$ cat src/rtl/seq_detector_param.sv
// Parametrised serial pattern detector. A KMP-style prefix-length register is advanced from a
// transition table that is built from PATTERN at elaboration time. A saturating match counter sits beside it.
module seq_detector_param #(
   parameter int                 PAT_LEN = 4,
   parameter logic [PAT_LEN-1:0] PATTERN = 4'b1011,
   parameter bit                 OVERLAP = 1'b1,
   parameter bit                 MOORE   = 1'b0,
   parameter int                 CNT_W   = 8,
   localparam int                SW      = (PAT_LEN > 2) ? $clog2(PAT_LEN) : 1
) (
   input  logic             clk,
   input  logic             sync_reset,
   input  logic             in_stream,
   input  logic             in_valid,
   input  logic             cnt_clr,
   output logic [SW-1:0]    state,
   output logic             out,
   output logic [CNT_W-1:0] match_cnt
);

   if (PAT_LEN < 2 || PAT_LEN > 16) begin : g_bad_len
      $error("seq_detector_param: PAT_LEN must lie in 2..16");
   end

   // Longest j <= limit such that the first j pattern bits equal the tail of
   // (first k pattern bits followed by b). Pattern bit i in arrival order is PATTERN[PAT_LEN-1-i].
   function automatic int longest_fix(input int k, input logic b, input int limit);
      int   best;
      int   si;
      logic ok;
      logic sb;
      best = 0;
      for (int j = 1; j <= PAT_LEN; j++) begin
         ok = (j <= k + 1) && (j <= limit);
         if (ok) begin
            for (int i = 0; i < PAT_LEN; i++) begin
               if (i < j) begin
                  si = k + 1 - j + i;
                  sb = (si == k) ? b : PATTERN[PAT_LEN-1-si];
                  if (sb != PATTERN[PAT_LEN-1-i]) ok = 1'b0;
               end
            end
         end
         if (ok) best = j;
      end
      return best;
   endfunction

   localparam int BORDER = longest_fix(PAT_LEN - 1, PATTERN[0], PAT_LEN - 1);
   localparam int NTAB   = 2 ** (SW + 1);

   logic [SW-1:0] nxt_tab [NTAB];

   for (genvar gk = 0; gk < 2 ** SW; gk++) begin : g_k
      for (genvar gb = 0; gb < 2; gb++) begin : g_b
         localparam int RAW = (gk < PAT_LEN) ? longest_fix(gk, (gb != 0), PAT_LEN) : 0;
         localparam int NXT = (RAW == PAT_LEN) ? (OVERLAP ? BORDER : 0) : RAW;
         assign nxt_tab[2*gk+gb] = SW'(NXT);
      end
   end

   logic [SW-1:0]    state_q, state_d;
   logic [CNT_W-1:0] cnt_q, cnt_d;
   logic             moore_q, moore_d;
   logic             hit;
   logic             match;

   assign hit   = (state_q == SW'(PAT_LEN - 1)) && (in_stream == PATTERN[0]);
   assign match = in_valid & hit;

   always_comb begin
      state_d = state_q;
      cnt_d   = cnt_q;
      moore_d = match;
      if (in_valid) state_d = nxt_tab[{state_q, in_stream}];
      // Clear beats a simultaneous match; the counter never wraps.
      if (cnt_clr)                    cnt_d = '0;
      else if (match && cnt_q != '1)  cnt_d = cnt_q + 1'b1;
   end

   always_ff @(posedge clk) begin
      if (sync_reset) begin
         state_q <= '0;
         cnt_q   <= '0;
         moore_q <= 1'b0;
      end else begin
         state_q <= state_d;
         cnt_q   <= cnt_d;
         moore_q <= moore_d;
      end
   end

   assign state     = state_q;
   assign match_cnt = cnt_q;
   assign out       = ~sync_reset & (MOORE ? moore_q : match);

endmodule

$ cat config.mk
export PLATFORM = sky130hd
export DESIGN_NAME = seq_detector_param
export DESIGN_NICKNAME = d
export VERILOG_FILES = /design/src/rtl/seq_detector_param.sv
export SDC_FILE = /design/constraint.sdc
export NUM_CORES = 1
export LEC_CHECK = 0
export ABC_AREA = 1
export CAP_MARGIN = 20
export CORE_AREA = 2 2 39 41
export DETAILED_ROUTE_END_ITERATION = 12
export DIE_AREA = 0 0 41 43
export PLACE_DENSITY = 0.83
export SKIP_CTS_REPAIR_TIMING = 1
export SYNTH_ARGS = -nofsm -noshare
export SYNTH_HDL_FRONTEND = slang
export SYNTH_SLANG_ARGS = --single-unit
$ cat constraint.sdc
create_clock -name clk -period 3.1 [get_ports clk]
set_input_delay 0.31 -clock clk [delete_from_list [all_inputs] [get_ports clk]]
set_output_delay 0.31 -clock clk [all_outputs]
set_load 0.005 [all_outputs]
Word level (Yosys, flattened, before mapping)
Memories as Yosys holds them, arrays and structs flattened. A register that Yosys moved wholly into a read port is not among the register bits.
Index checks and enable logic that the tools add are counted.
Operators by class
  $add $sub $neg: 1
  equality and inequality tests: 2
  bitwise gates (word level): 4
  reduce and logical (&&, ||, !) cells: 3
Operator list (number)
  $add A8 B1 Y8 const B: 1
  $ne A8 B8 Y1 const B: 1
  $not A3 Y4: 1
  $and A1 B1 Y1: 2
  $eq A2 B2 Y1 const B: 1
  $logic_and A1 B1 Y1: 2
  $reduce_or A2 Y1: 1
  $not A1 Y1: 1
Word-level totals
  register bits: 8
  bits in read-only memories: 16
  bits of input ports: 5
  output and inout bits: 11
  memories kept: 1
Memory list
  (no name shown): words 8, width 2, read ports 1, clocked after Yosys merged registers in 1, wr ports 0, line 75  | if (in_valid) state_d = nxt_tab[{state_q, in_stream}];

Logic depth before layout (Yosys ltp)
  depth after elaboration: 4
  gate-level depth with buffers: 8
  mapped depth without buffers: 8

Worst setup path after synthesis
Ideal clock, no wire load.
  path kind: reg-to-reg
  start: register cnt_q[0] (netlist: match_cnt[0])
  end: register cnt_q[0] (netlist: match_cnt[0])
  library setup time: 116 ps
  arrival time: 1093 ps
  data required time: 2984 ps
  setup slack: 1891 ps
  stages on the path, launching flop included: 9
  buffers on the path: 0
  period minus slack after synthesis: 1209 ps
  path through: dfxtp_1 ha_1 nand2_4 inv_1 nand3_4 nand2_2 inv_1 nor2_1 nor2_1
On the way
  cells in the longest elaborated chain, start to end: 2
RTL lines
  start, declared: line 63  | logic [CNT_W-1:0] cnt_q, cnt_d;
  start signal, assigned: line 88  | cnt_q <= cnt_d;
  branches (longest 2 deep; another with $add A8 B1 Y8)
Parallel ways; which one is timed is not known.
A chain may end at the register's enable or synchronous reset.

Worst setup path in the final report
  start: input in_valid
  end: output out
On the way
  cells in the longest elaborated chain, start to end: 2
RTL lines
  start, declared: line 14  | input logic in_valid,
  $and A1 B1 Y1: line 69  | assign match = in_valid & hit;
  $and A1 B1 Y1: line 95  | assign out = ~sync_reset & (MOORE ? moore_q : match);
  end, declared: line 17  | output logic out,
Every way passes these cells.

==> results.tsv <==
stage	metric	value	unit
run_status	status	finished, final reports clean	
clock_tree	cts-root-buf	clkbuf_4	
floorplan	dieArea	1763	µm²
yosys	synth-seq-area-share	34.71	%
timing	skew	3.388	ps
finish	fillers	130	
power	peakVddDrop	180.3	µV
timing	post-route-min-period	2052	ps
floorplan	dieHeight	43	µm
finish	multi_input_area	335.3	µm²
finish	fin_nets	109	
floorplan	start_util	41.68	%
timing	hold_slack	516.7	ps
finish	synthToLayoutAreaGrowth	33.41	%
routing	vias	573	
timing	fin_crit_sh	66.20	%
clock_tree	insertion_delay	270	ps
yosys	synthesis.nets	89	
floorplan	design.core.area	1384	µm²
yosys	synth_area_leader_cell	dfxtp_1	
finish	post-route-util	55.61	%
clock_tree	path_clk_slew	60	ps
routing	drt-total-wl	1198	µm
critical_path	cp-start-kind	input pin	
yosys	ys_seq_elements	10	
timing	slew_viol_final	0	
yosys	postSynth.asyncResetShare	0	%
grt	grt_pass1_vias	524	
placed_design	dp.final_hpwl	941.5	µm
critical_path	r2r-end	match_cnt[0]$_SDFFE_PP0P_	
grt	grt_pass1_wl	2028	µm
yosys	synth_top_cell_area_share	34.71	%
timing	fmax	487.3	MHz
run	drv_cap	0	
clock_tree	htree_levels	1	
hold_path	hold_path_startpoint	match_cnt[4]$_SDFFE_PP0P_	
yosys	synth.area.top_cells	dfxtp_1 35%, nor2_1 12%, nand2_1 8.5%	
yosys	synth-edff-count	0	
clock_tree	cts_num_sinks	10	
critical_path	end_kind	output pin	
finish	layout-drive-gt1-share	15.00	%
floorplan	pin_count	16	
timing	finalSetupViolCount	0	
power	leakage	0.0003210	µW
hold_path	min_to	match_cnt[4]$_SDFFE_PP0P_	
critical_path	r2r_slack	1780	ps
yosys	syn_avg_cell_area	7.034	µm²
timing	tns	0	ps
critical_path	ff2ff_path_depth	8	
yosys	synthCells	82	
routing	routed_via_density	4.940	
timing	tightestPinTransition	498.8	ps
yosys	synth_most_common_cell	nor2_1	
grt	grt_max_degree	9	
routing	drtAntennaViolNets	0	
clock_tree	numCtsBuffers	3	
clock_tree	clockBufferDepth	2	
finish	seqCellArea	200.2	µm²
critical_path	critPathKind	input pin to output pin	
yosys	syn_area	576.8	µm²
critical_path	critPathArrivalTime	1740	ps
critical_path	worstPathRequired	2790	ps
yosys	synth_ff_type	dfxtp_1	
routing	first_pass_iters	4	
clock_tree	cts_tree	yes	
timing	rsz0062_at_grt	false	
critical_path	r2r-start	match_cnt[0]$_SDFFE_PP0P_	
placed_design	gp_congestion	0.7741	
critical_path	crit_fanout	7	
timing	slew_headroom	66.62	%
grt	grt.overflow.total	0	
finish	diodes	0	
floorplan	die_w	41	µm
grt	antenna_found_initial	0	
routing	drcViolationCount	0	
timing	hold_viol	0	
yosys	synth_common_cells	18 x nor2_1, 13 x nand2_1, 10 x dfxtp_1	
routing	first_iter_violations	9	
grt	gr-usage-all-layers	17.44	%
routing	wl_per_cell	10.33	µm
floorplan	num_rows	14	
hold_path	hold_depth	2	
power	powerDensity	311.0	nW/µm²
yosys	ys_types	17	
yosys	ys_warn_count	0	
hold_path	worstHoldPathType	register to register	
placed_design	port_buffers	15	
[critical path: stages]
cell and delay (ps):
clkdlybuf4s50_1 540, nand2_2 120, nor2_8 150, inv_2 50, nor2_1 80, clkdlybuf4s50_1 500
[routing by layer]
layer	routed length, µm	part of all wire, %	GRT usage, %
met4	34	2.8	12.00
met5	0	0	0
met3	55	4.6	4.712
met1	518	43	19.54
met2	589	49	26.88
[power by group]
group          switching, µW  internal [µW]
Sequential              1.40            130
Combinational           8.04           9.06
Clock                   46.3           45.0
[layout by cell type, fill, tap and decap left out]
cell              n
a311oi_1          1
dfxtp_1          10
o21ai_0           3
nand3_1           6
inv_1             9
clkdlybuf4s50_1  15
ha_1              2
nand3_4           1
nor2_8            1
nand2_2           4
nor2_2            1
a21oi_1           8
nor2_4            1
clkbuf_4          3
inv_2             2
nor2_1           18
nand2_4           1
nand2_1          13
and2_4            1
[flip-flops by register name (all words and copies together), names as in the netlist]
| signal | cells |
|---|---|
| state | 2 |
| match_cnt | 8 |
[final cells by class]
cell class | instances | area share (%)
repair buffers | 15 | 19.51
flip-flops and latches | 10 | 26.02
multi-input cells | 61 | 43.58
well taps | 16 | 2.602
inverters | 11 | 5.366
clock buffers | 3 | 2.927
[worst max-delay path by stage]
stage | startpoint | endpoint | cells after the start
final | in_valid | out | 6
after detailed placement | in_valid | out | 6
after CTS | in_valid | out | 6
after global routing | in_valid | out | 6
after floorplan | match_cnt[0]$_SDFFE_PP0P_ | match_cnt[0]$_SDFFE_PP0P_ | 8
after global placement | in_valid | out | 6
[kinds of logic after synthesis]
kind of cell,synth area share (%)
and+or+nand+nor,42.73
AOI/OAI and AO/OA,11.06
buffers and inverters,7.158
DFF,34.71
adders and majority gates,4.338
[through the flow]
| step | setup WS [ps] | cell area [µm²] | std cells | total power (µW) |
|---|---|---|---|---|
| CTS | 1047 | 769.5 | 116 | 242.8 |
| global placement | 1077 | 747.0 | 113 | 150.1 |
| detailed placement | 1048 | 747.0 | 113 | 151.1 |
| global route | 975.7 | 769.5 | 116 | 249.0 |
| finish | 1048 | 769.5 | 116 | 239.3 |
| floorplan | 1891 | 576.8 | 82 | 140.6 |
Note: power is estimated with default switching activity, not from simulation.
